$ cat src/rtl/bcd_press_counter.sv
// bcd_press_counter
//   Four-digit BCD up/down event counter driven by a debounced, active-low
//   pushbutton. Each accepted press adds or subtracts one in BCD. The digit
//   outputs feed seven-segment decoders directly.
//
// Ports
//   CLOCK_50 : system clock, all logic on the rising edge
//   reset_n  : asynchronous active-low reset
//   btn_n    : raw bouncy pushbutton, active-low, asynchronous to CLOCK_50
//   up       : direction (1 = increment, 0 = decrement), used only on the accepting edge
//   clear    : synchronous clear of the count; takes priority over a press
//   digits   : {d3,d2,d1,d0}, each digit 0..9
//   step     : one-cycle pulse in the cycle digits take a press result
//   wrap     : one-cycle pulse with step on 9999->0000 or 0000->9999
module bcd_press_counter #(
  parameter int DEBOUNCE_CYCLES = 500000
) (
  input  logic        CLOCK_50,
  input  logic        reset_n,
  input  logic        btn_n,
  input  logic        up,
  input  logic        clear,
  output logic [15:0] digits,
  output logic        step,
  output logic        wrap
);

  localparam logic [1:0] IDLE         = 2'd0;
  localparam logic [1:0] PRESS_WAIT   = 2'd1;
  localparam logic [1:0] PRESSED      = 2'd2;
  localparam logic [1:0] RELEASE_WAIT = 2'd3;

  // Count value at which the input has been stable for DEBOUNCE_CYCLES samples.
  localparam logic [19:0] CNT_LAST = 20'(DEBOUNCE_CYCLES - 1);

  logic [1:0]  sync_reg;
  logic        s;
  logic [1:0]  state_reg, state_next;
  logic [19:0] cnt_reg, cnt_next;
  logic        accept;

  logic [15:0] digits_reg, digits_next;
  logic        step_reg;
  logic        wrap_reg, wrap_next;

  // Two-flop synchronizer; resets to "released".
  always_ff @(posedge CLOCK_50 or negedge reset_n) begin
    if (!reset_n) sync_reg <= 2'b11;
    else          sync_reg <= {sync_reg[0], btn_n};
  end

  assign s = sync_reg[1];

  // Debounce FSM. A press is accepted once, on the PRESS_WAIT -> PRESSED
  // transition; holding the button just parks the FSM in PRESSED.
  always_comb begin
    state_next = state_reg;
    cnt_next   = cnt_reg;
    accept     = 1'b0;
    case (state_reg)
      IDLE: begin
        if (!s) begin
          state_next = PRESS_WAIT;
          cnt_next   = 20'd1;
        end
      end
      PRESS_WAIT: begin
        if (s) begin
          state_next = IDLE;
        end else if (cnt_reg == CNT_LAST) begin
          state_next = PRESSED;
          accept     = 1'b1;
        end else begin
          cnt_next = cnt_reg + 20'd1;
        end
      end
      PRESSED: begin
        if (s) begin
          state_next = RELEASE_WAIT;
          cnt_next   = 20'd1;
        end
      end
      default: begin // RELEASE_WAIT
        if (!s) begin
          state_next = PRESSED;
        end else if (cnt_reg == CNT_LAST) begin
          state_next = IDLE;
        end else begin
          cnt_next = cnt_reg + 20'd1;
        end
      end
    endcase
  end

  always_ff @(posedge CLOCK_50 or negedge reset_n) begin
    if (!reset_n) begin
      state_reg <= IDLE;
      cnt_reg   <= 20'd0;
    end else begin
      state_reg <= state_next;
      cnt_reg   <= cnt_next;
    end
  end

  // BCD ripple increment / decrement. carry[gi] / borrow[gi] is the unit
  // entering digit gi; the chain out of digit 3 is the wrap indication.
  logic [4:0]  carry;
  logic [4:0]  borrow;
  logic [15:0] inc_digits;
  logic [15:0] dec_digits;

  assign carry[0]  = 1'b1;
  assign borrow[0] = 1'b1;

  generate
    for (genvar gi = 0; gi < 4; gi++) begin : g_digit
      logic [3:0] cur;
      assign cur = digits_reg[gi*4 +: 4];

      assign carry[gi+1]  = carry[gi]  && (cur == 4'd9);
      assign borrow[gi+1] = borrow[gi] && (cur == 4'd0);

      assign inc_digits[gi*4 +: 4] = !carry[gi]   ? cur :
                                     (cur == 4'd9) ? 4'd0 : cur + 4'd1;
      assign dec_digits[gi*4 +: 4] = !borrow[gi]  ? cur :
                                     (cur == 4'd0) ? 4'd9 : cur - 4'd1;
    end
  endgenerate

  assign digits_next = up ? inc_digits : dec_digits;
  assign wrap_next   = up ? carry[4]   : borrow[4];

  // Clear outranks a simultaneous press; the press is simply dropped.
  always_ff @(posedge CLOCK_50 or negedge reset_n) begin
    if (!reset_n) begin
      digits_reg <= 16'h0000;
      step_reg   <= 1'b0;
      wrap_reg   <= 1'b0;
    end else if (clear) begin
      digits_reg <= 16'h0000;
      step_reg   <= 1'b0;
      wrap_reg   <= 1'b0;
    end else if (accept) begin
      digits_reg <= digits_next;
      step_reg   <= 1'b1;
      wrap_reg   <= wrap_next;
    end else begin
      step_reg   <= 1'b0;
      wrap_reg   <= 1'b0;
    end
  end

  assign digits = digits_reg;
  assign step   = step_reg;
  assign wrap   = wrap_reg;

endmodule

$ cat config.mk
export PLATFORM = sky130hd
export DESIGN_NAME = bcd_press_counter
export DESIGN_NICKNAME = d
export VERILOG_FILES = /design/src/rtl/bcd_press_counter.sv
export SDC_FILE = /design/constraint.sdc
export NUM_CORES = 1
export LEC_CHECK = 0
export CAP_MARGIN = 25
export CORE_MARGIN = 10
export CORE_UTILIZATION = 55
export CTS_BUF_LIST = sky130_fd_sc_hd__clkbuf_2
export CTS_CLUSTER_DIAMETER = 40
export DETAILED_ROUTE_END_ITERATION = 12
export GPL_ROUTABILITY_DRIVEN = 0
export PLACE_DENSITY = 0.85
export SETUP_SLACK_MARGIN = 0.5
export SLEW_MARGIN = 20
export SYNTH_ARGS = -nofsm -noshare
export SYNTH_HDL_FRONTEND = slang
export SYNTH_SLANG_ARGS = --single-unit
$ cat constraint.sdc
create_clock -name CLOCK_50 -period 2 [get_ports CLOCK_50]
set_input_delay 0.2 -clock CLOCK_50 [delete_from_list [all_inputs] [get_ports CLOCK_50]]
set_output_delay 0.2 -clock CLOCK_50 [all_outputs]
set_load 0.03 [all_outputs]
==> metrics.md, run 1 <==
| Metric | Value |
|---|---|
| Clock Path Buffers | 2 |
| TritonCTS Buffers | 5 |
| Max_cap viols | 0 |
| Sequential Area | 1080 sq um |
| First-pass GRT wire length | 13200 microns |
| Async SR Flop Fraction | 100% |
| Most frequent cells in the layout | buf_4 (52), nand2_1 (22), dfrtp_2 (21) |
| Syn Inst Count | 327 |
| Final setup viols | 0 |
| Relative slew slack | 48.5% |
| Max reg flops | 20 |
| Synth warn | 0 |
| Cell repeated most along the worst path | a31oi_1 |
| CTS Sinks | 42 |
| Post-synthesis sequential area ratio | 37.4% |
| Tot GR Track Use | 18.6% |
| Period utilization | 99.8% |
| Clk root buf | clkbuf_2 |
| Starting density of the core | 58.1% |
| I/O Buffers | 22 |
| Routed vias | 3210 |
| Nets | 407 |
| Final ANT Viol Nets | 0 |
| Fmax | 501 MHz |
| Post-synth design cell area | 2820 sq um |
| Slew @ Worst Pin | 0.773 ns |
| Clock slew seen by the registers of the worst setup and hold paths | 0.21 ns |
| Area Growth Syn to Fin | 42.4% |
| Routed length per instance | 21.3 microns |
| Maximum fanout along the worst path | 8 |
| Antenna violations before repair | 0 |
| Vias in the first global route | 2660 |
| Critical path launch point type | flip-flop |
| RSZ-0062 raised after global routing | true |
| Synthesized Nets | 333 |
| Place WS | -0.0261 ns |
| Core area | 4850 sq um |
| CTS tree | done |
| Die width | 91.6 microns |
| Critical path type | reg2reg |
| Min Clock Period, post-route | 2.00 ns |
| Setup ws final | 0.00315 ns |
| Worst-Skew Late Latency | 0.42 ns |
| Final Max Slew Viols | 0 |
| Die Span Y | 91.6 microns |
| Static Leak | 0.00169 uW |
| Cell Rows | 25 |
| Crit end category | flip-flop |
| Post-DP HPWL | 4990 microns |
| Power Density | 489 nW/um^2 |
| Slowest CP cell | dfrtp_1 |
| Fraction of layout cells with a size suffix above 1 | 45.8% |
| Hold WC Path Type | in2reg |
| Number of flops mapped to enable cells by yosys | 0 |
| Largest net degree at the start of global routing | 34 |
| Worst clock skew | 0.0171 ns |
| Cell variety after synth | 64 |
| Critical path's top delay family | compound AO/OA/AOI/OAI gates |
| # fillers | 249 |
| Final Routed Wirelength | 9980 microns |
| Delay of the slowest critical-path stage | 0.47 ns |
| Mapped Avg Cell Area | 8.62 sq um |
| Critical path, cell by cell | and3_2 -> nand3_1 -> o21ba_4 -> buf_4 -> a31oi_1 -> a31oi_1 |
| Final TNS setup | 0 ns |
| Gr ovfl total | 0 |
| DRT iter0 DRCs | 477 |
| Worst Path Required | 2.29 ns |
| Via-to-Cell Ratio | 6.84 |
| Most common cell after layout, fill and taps aside | buf_4 |
| Total Die Area | 8390 sq um |
| Drc violations | 0 |
| Antenna Cells | 0 |
| CP bufs+invs | 1 |
| Maximum VDD drop | 0.466 mV |
| Status | finished, final reports clean |
| Boundary Pins | 23 |
| First-pass iteration count of the detailed router | 7 |
| Worst Path Arrival | 2.29 ns |
| Multi-input logic area | 1920 sq um |
| Synth Flop Type | dfrtp_1 |
| H-tree levels | 2 |
| Final hold violation count | 0 |
| Flops & latches, synth | 42 |
-- cells in the mapped netlist, drive strengths merged, types with 4 or more instances --
library cell,instances,area (sq um)
nor4,6,50.0
buf,15,92.6
nand2,27,101
a31oi,14,87.6
dfrtp,40,1000
o31ai,5,37.5
inv,10,37.5
nor3,12,76.3
a21oi,22,118
a22o,6,52.6
mux2i,4,40.0
clkbuf,12,45.0
or3,9,56.3
nor2,21,78.8
a21o,5,37.5
nand3,16,90.1
o21ai,26,130
and3,7,43.8
xnor2,8,70.1
mux2,7,78.8
-- routing by layer --
| metal | share of wire [%] | GRT usage (%) | vias up |
|---|---|---|---|
| met1 | 40 | 22.7 | 1524 |
| li1 | - | - | 1367 |
| met3 | 9.1 | 4.12 | 66 |
| met4 | 4.2 | 6.53 | 0 |
| met5 | 0 | 0 | - |
| met2 | 47 | 31.3 | 253 |
-- kinds of logic after synthesis --
kind of cell	share of synthesized area [%]
flops	37.4
compound gates	24.2
xor+xnor	2.80
fa+ha+maj	0.444
simple gates	24.8
mux	4.22
buf+inv	6.22
-- timing repair --
action                                 CTS  global route
setup endpoints to repair               58            51
buffers inserted                        17            18
hold buffers                             1             0
gates cloned                             0             1
endpoints found under the hold margin   30             0
pin swaps                               14            23
gates resized for setup                117            51
-- final timing paths --
check / start / endpoint / slack, ns / cells past startpoint
setup / recovery: cnt_reg[2]$_DFFE_PN0P_ / cnt_reg[7]$_DFFE_PN0P_ / 0.003 / 6
hold / removal: btn_n / sync_reg[0]$_DFF_PN1_ / 0.17 / 1
setup reg to reg: cnt_reg[2]$_DFFE_PN0P_ / cnt_reg[7]$_DFFE_PN0P_ / 0.003 / 6
hold reg to reg: sync_reg[0]$_DFF_PN1_ / sync_reg[1]$_DFF_PN1_ / 0.38 / 0
max in group asynchronous: reset_n / cnt_reg[11]$_DFFE_PN0P_ / 0.98 / 3
min in group asynchronous: reset_n / cnt_reg[19]$_DFFE_PN0P_ / 0.35 / 2
-- power breakdown --
group | internal (uW) | switching, uW | leakage, uW
Sequential | 902 | 73.3 | 0.000535
Combinational | 293 | 328 | 0.00113
Clock | 74.7 | 292 | 0.0000255
-- cell type report --
| type | count | area share (%) |
|---|---|---|
| clock buffers | 5 | 0.624 |
| clock inverters | 3 | 0.281 |
| well taps | 67 | 2.09 |
| flip-flops and latches | 42 | 26.9 |
| inverters | 10 | 0.998 |
| multi-input cells | 248 | 48.0 |
| repair buffers | 94 | 21.1 |
-- through the flow --
step,util (%),cells,total power [uW],hold WS (ns),instance area [sq um]
after global routing,82.7,469,2050,0.168,4010
after detailed placement,69.2,424,1490,0.298,3360
after global placement,69.2,424,1470,0.296,3360
final,82.7,469,1960,0.165,4010
after CTS,76.4,450,1880,0.146,3710
after floorplan,-,327,1310,-0.0956,2970
Note: power is estimated with default switching activity, not from simulation.
==> run 2: changes to the inputs <==
--- a/config.mk
+++ b/config.mk
@@ -5,7 +5,7 @@
 export SDC_FILE = /design/constraint.sdc
 export NUM_CORES = 1
 export LEC_CHECK = 0
-export CAP_MARGIN = 25
+export CAP_MARGIN = 30
 export CORE_MARGIN = 10
 export CORE_UTILIZATION = 55
 export CTS_BUF_LIST = sky130_fd_sc_hd__clkbuf_2
==> results of run 2 <==
Final layout, timing and power as in run 1 (identical DEF).
==> run 3: changes to the inputs <==
--- a/config.mk
+++ b/config.mk
@@ -6,8 +6,10 @@
 export NUM_CORES = 1
 export LEC_CHECK = 0
 export CAP_MARGIN = 30
+export CELL_PAD_IN_SITES_DETAIL_PLACEMENT = 1
+export CELL_PAD_IN_SITES_GLOBAL_PLACEMENT = 1
 export CORE_MARGIN = 10
-export CORE_UTILIZATION = 55
+export CORE_UTILIZATION = 42
 export CTS_BUF_LIST = sky130_fd_sc_hd__clkbuf_2
 export CTS_CLUSTER_DIAMETER = 40
 export DETAILED_ROUTE_END_ITERATION = 12
==> run 3 against run 2 <==
  * Cell area hardly changed
  * Combinational power is 8.5% higher
  * Die area is 24% higher
  * Worst hold slack worse by 0.018 ns
  * Sequential share of layout area is 0.18 points lower
  * Via count is 3.8% lower
  * Clock skew is 0.014 ns higher
==> metrics.md, run 3 (synthesis results as in run 1) <==
| Metric | Value |
|---|---|
| Core area | 6420 sq um (+32%) |
| CTS Sinks | 42 (unchanged) |
| Maximum VDD drop | 0.334 mV (-28%) |
| Critical path, cell by cell | nor4b_4 -> nand3_4 -> buf_6 -> nor3_4 -> o21ai_2 -> o311ai_1 |
| Crit end category | flip-flop |
| RSZ-0062 raised after global routing | true |
| Maximum fanout along the worst path | 4 (-4) |
| Largest net degree at the start of global routing | 19 (-44%) |
| Antenna violations before repair | 0 (unchanged) |
| Delay of the slowest critical-path stage | 0.51 ns (+0.04 ns) |
| Most common cell after layout, fill and taps aside | buf_4 |
| Antenna Cells | 0 (unchanged) |
| Final Max Slew Viols | 0 (unchanged) |
| Reg-to-Reg Start | cnt_reg[12]$_DFFE_PN0P_ |
| Static Leak | 0.00173 uW (+1.9%) |
| Place WS | -0.0780 ns (-0.0519 ns) |
| First-pass iteration count of the detailed router | 4 (-3) |
| Layout Cells excl Fill | 481 (+2.6%) |
| CP bufs+invs | 1 (unchanged) |
| Reg2reg path depth | 6 (unchanged) |
| Drc violations | 0 (unchanged) |
| Max reg flops | 20 (unchanged) |
| Post-DP HPWL | 6070 microns (+22%) |
| Final setup viols | 0 (unchanged) |
| Critical path type | reg2reg |
| Die width | 102 microns (+11%) |
| CTS tree | done |
| Most frequent cells in the layout | buf_4 (59), nand2_1 (25), dfrtp_1 (25) |
| Fraction of layout cells with a size suffix above 1 | 46.3% (+0.52 points) |
| Total Die Area | 10400 sq um (+24%) |
| Clock Path Buffers | 2 (unchanged) |
| Reg-to-Reg End | digits[4]$_DFFE_PN0P_ |
| Setup ws final | 0.0896 ns (+0.0864 ns) |
| Final ANT Viol Nets | 0 (unchanged) |
| Min Clock Period, post-route | 1.91 ns (-0.0864 ns) |
| Slew @ Worst Pin | 0.400 ns (-0.373 ns) |
| Worst clock skew | 0.0307 ns (+0.0136 ns) |
| Relative slew slack | 73.1% (+25 points) |
| # fillers | 698 (+180%) |
| Slowest CP cell | dfrtp_2 |
| Vias in the first global route | 3142 (+18%) |
| TritonCTS Buffers | 5 (unchanged) |
| Boundary Pins | 23 (unchanged) |
| Clk root buf | clkbuf_2 |
| Max_cap viols | 0 (unchanged) |
| First-pass GRT wire length | 16500 microns (+25%) |
| Overall Power | 2010 uW (+2.6%) |
| Inst Count DP | 441 (+4.0%) |
| Status | finished, final reports clean |
| DRT iter0 DRCs | 174 (-64%) |
| Clock slew seen by the registers of the worst setup and hold paths | 0.23 ns (+0.02 ns) |
| R2R setup slack | 0.09 ns (+0.09 ns) |
| Period utilization | 95.5% (-4.3 points) |
| H-tree levels | 2 (unchanged) |
| Power Density | 502 nW/um^2 (+2.7%) |
| Cell Rows | 29 (+16%) |
| Final Routed Wirelength | 11200 microns (+13%) |
| Routed vias | 3087 (-3.8%) |
| Die Span Y | 102 microns (+11%) |
| Worst Path Arrival | 2.27 ns (-0.02 ns) |
| Worst-Skew Late Latency | 0.44 ns (+0.02 ns) |
| Starting density of the core | 43.9% (-14 points) |
| Worst hold slack | 0.147 ns (-0.0183 ns) |
| Routed length per instance | 23.4 microns (+9.7%) |
| Gr ovfl total | 0 (unchanged) |
| Critical path launch point type | flip-flop |
| Worst Path Required | 2.36 ns (+0.07 ns) |
| Area Growth Syn to Fin | 42.3% (about the same) |
| Tot GR Track Use | 19.7% (+1.2 points) |
| I/O Buffers | 22 (unchanged) |
| Final hold violation count | 0 (unchanged) |
| Hold WC Path Type | in2async |
| Critical path's top delay family | simple AND/OR/NAND/NOR gates |
| Fmax | 523 MHz (+4.5%) |
| Via-to-Cell Ratio | 6.42 (-6.2%) |
| Nets | 409 (+0.49%) |
[run 3: cell types whose count changed in the layout (fill, tap and decap cells not counted), sizes merged]
cell           change
clkinv             -2
buf                +9
clkdlybuf4s15      -5
[run 3: worst max path at each step]
| stage | from | to | slack, ns | depth (start not counted) |
|---|---|---|---|---|
| after floorplan | cnt_reg[0]$_DFFE_PN0P_ | digits[10]$_DFFE_PN0P_ | 0.16 | 6 |
| after global placement | up | digits[14]$_DFFE_PN0P_ | 0.03 | 6 |
| final | cnt_reg[12]$_DFFE_PN0P_ | digits[4]$_DFFE_PN0P_ | 0.09 | 6 |
| after CTS | cnt_reg[9]$_DFFE_PN0P_ | cnt_reg[17]$_DFFE_PN0P_ | 0.14 | 6 |
| after detailed placement | up | digits[6]$_DFFE_PN0P_ | -0.08 | 6 |
| after global routing | cnt_reg[12]$_DFFE_PN0P_ | digits[4]$_DFFE_PN0P_ | 0.02 | 6 |
[run 3: where the power goes]
group          switching (uW)  internal [uW]
Combinational             371            303
Sequential               53.7            902
Clock                     292           93.3
Total                     717           1300
[run 3: through the flow]
stage | util [%] | instance area (sq um) | setup TNS [ns]
floorplan | - | 2970 | 0
global placement | 53.3 | 3420 | 0
detailed placement | 53.3 | 3420 | -0.309
CTS | 58.8 | 3770 | 0
global route | 62.4 | 4010 | 0
finish | 62.4 | 4010 | 0
[run 3: layout make-up]
type                    count  area [sq um]  area share, %
multi-input cells         248          1960           48.9
flip-flops and latches     42          1070           26.7
repair buffers             96           802           20.0
well taps                  77          96.3           2.40
inverters                  10          40.0          0.998
clock buffers               7          35.0          0.874
clock inverters             1          3.75         0.0936
[run 3: layer usage]
layer / share of wire, % / track usage [%] / routed length, microns / up-vias
met1: 40 / 23.0 / 4470 / 1566
met2: 52 / 36.1 / 5820 / 116
met3: 4.3 / 3.78 / 484 / 39
met5: 0 / 0 / 0 / -
li1: - / - / - / 1366
met4: 4.1 / 5.42 / 459 / 0
[run 3: what timing repair did]
action                                 4_1_cts  5_1_grt
setup endpoints to repair                   58       53
buffers inserted                            17       14
endpoints found under the hold margin       28        0
gates resized for setup                    127       56
pin swaps                                   22       10
hold buffers                                 1        0
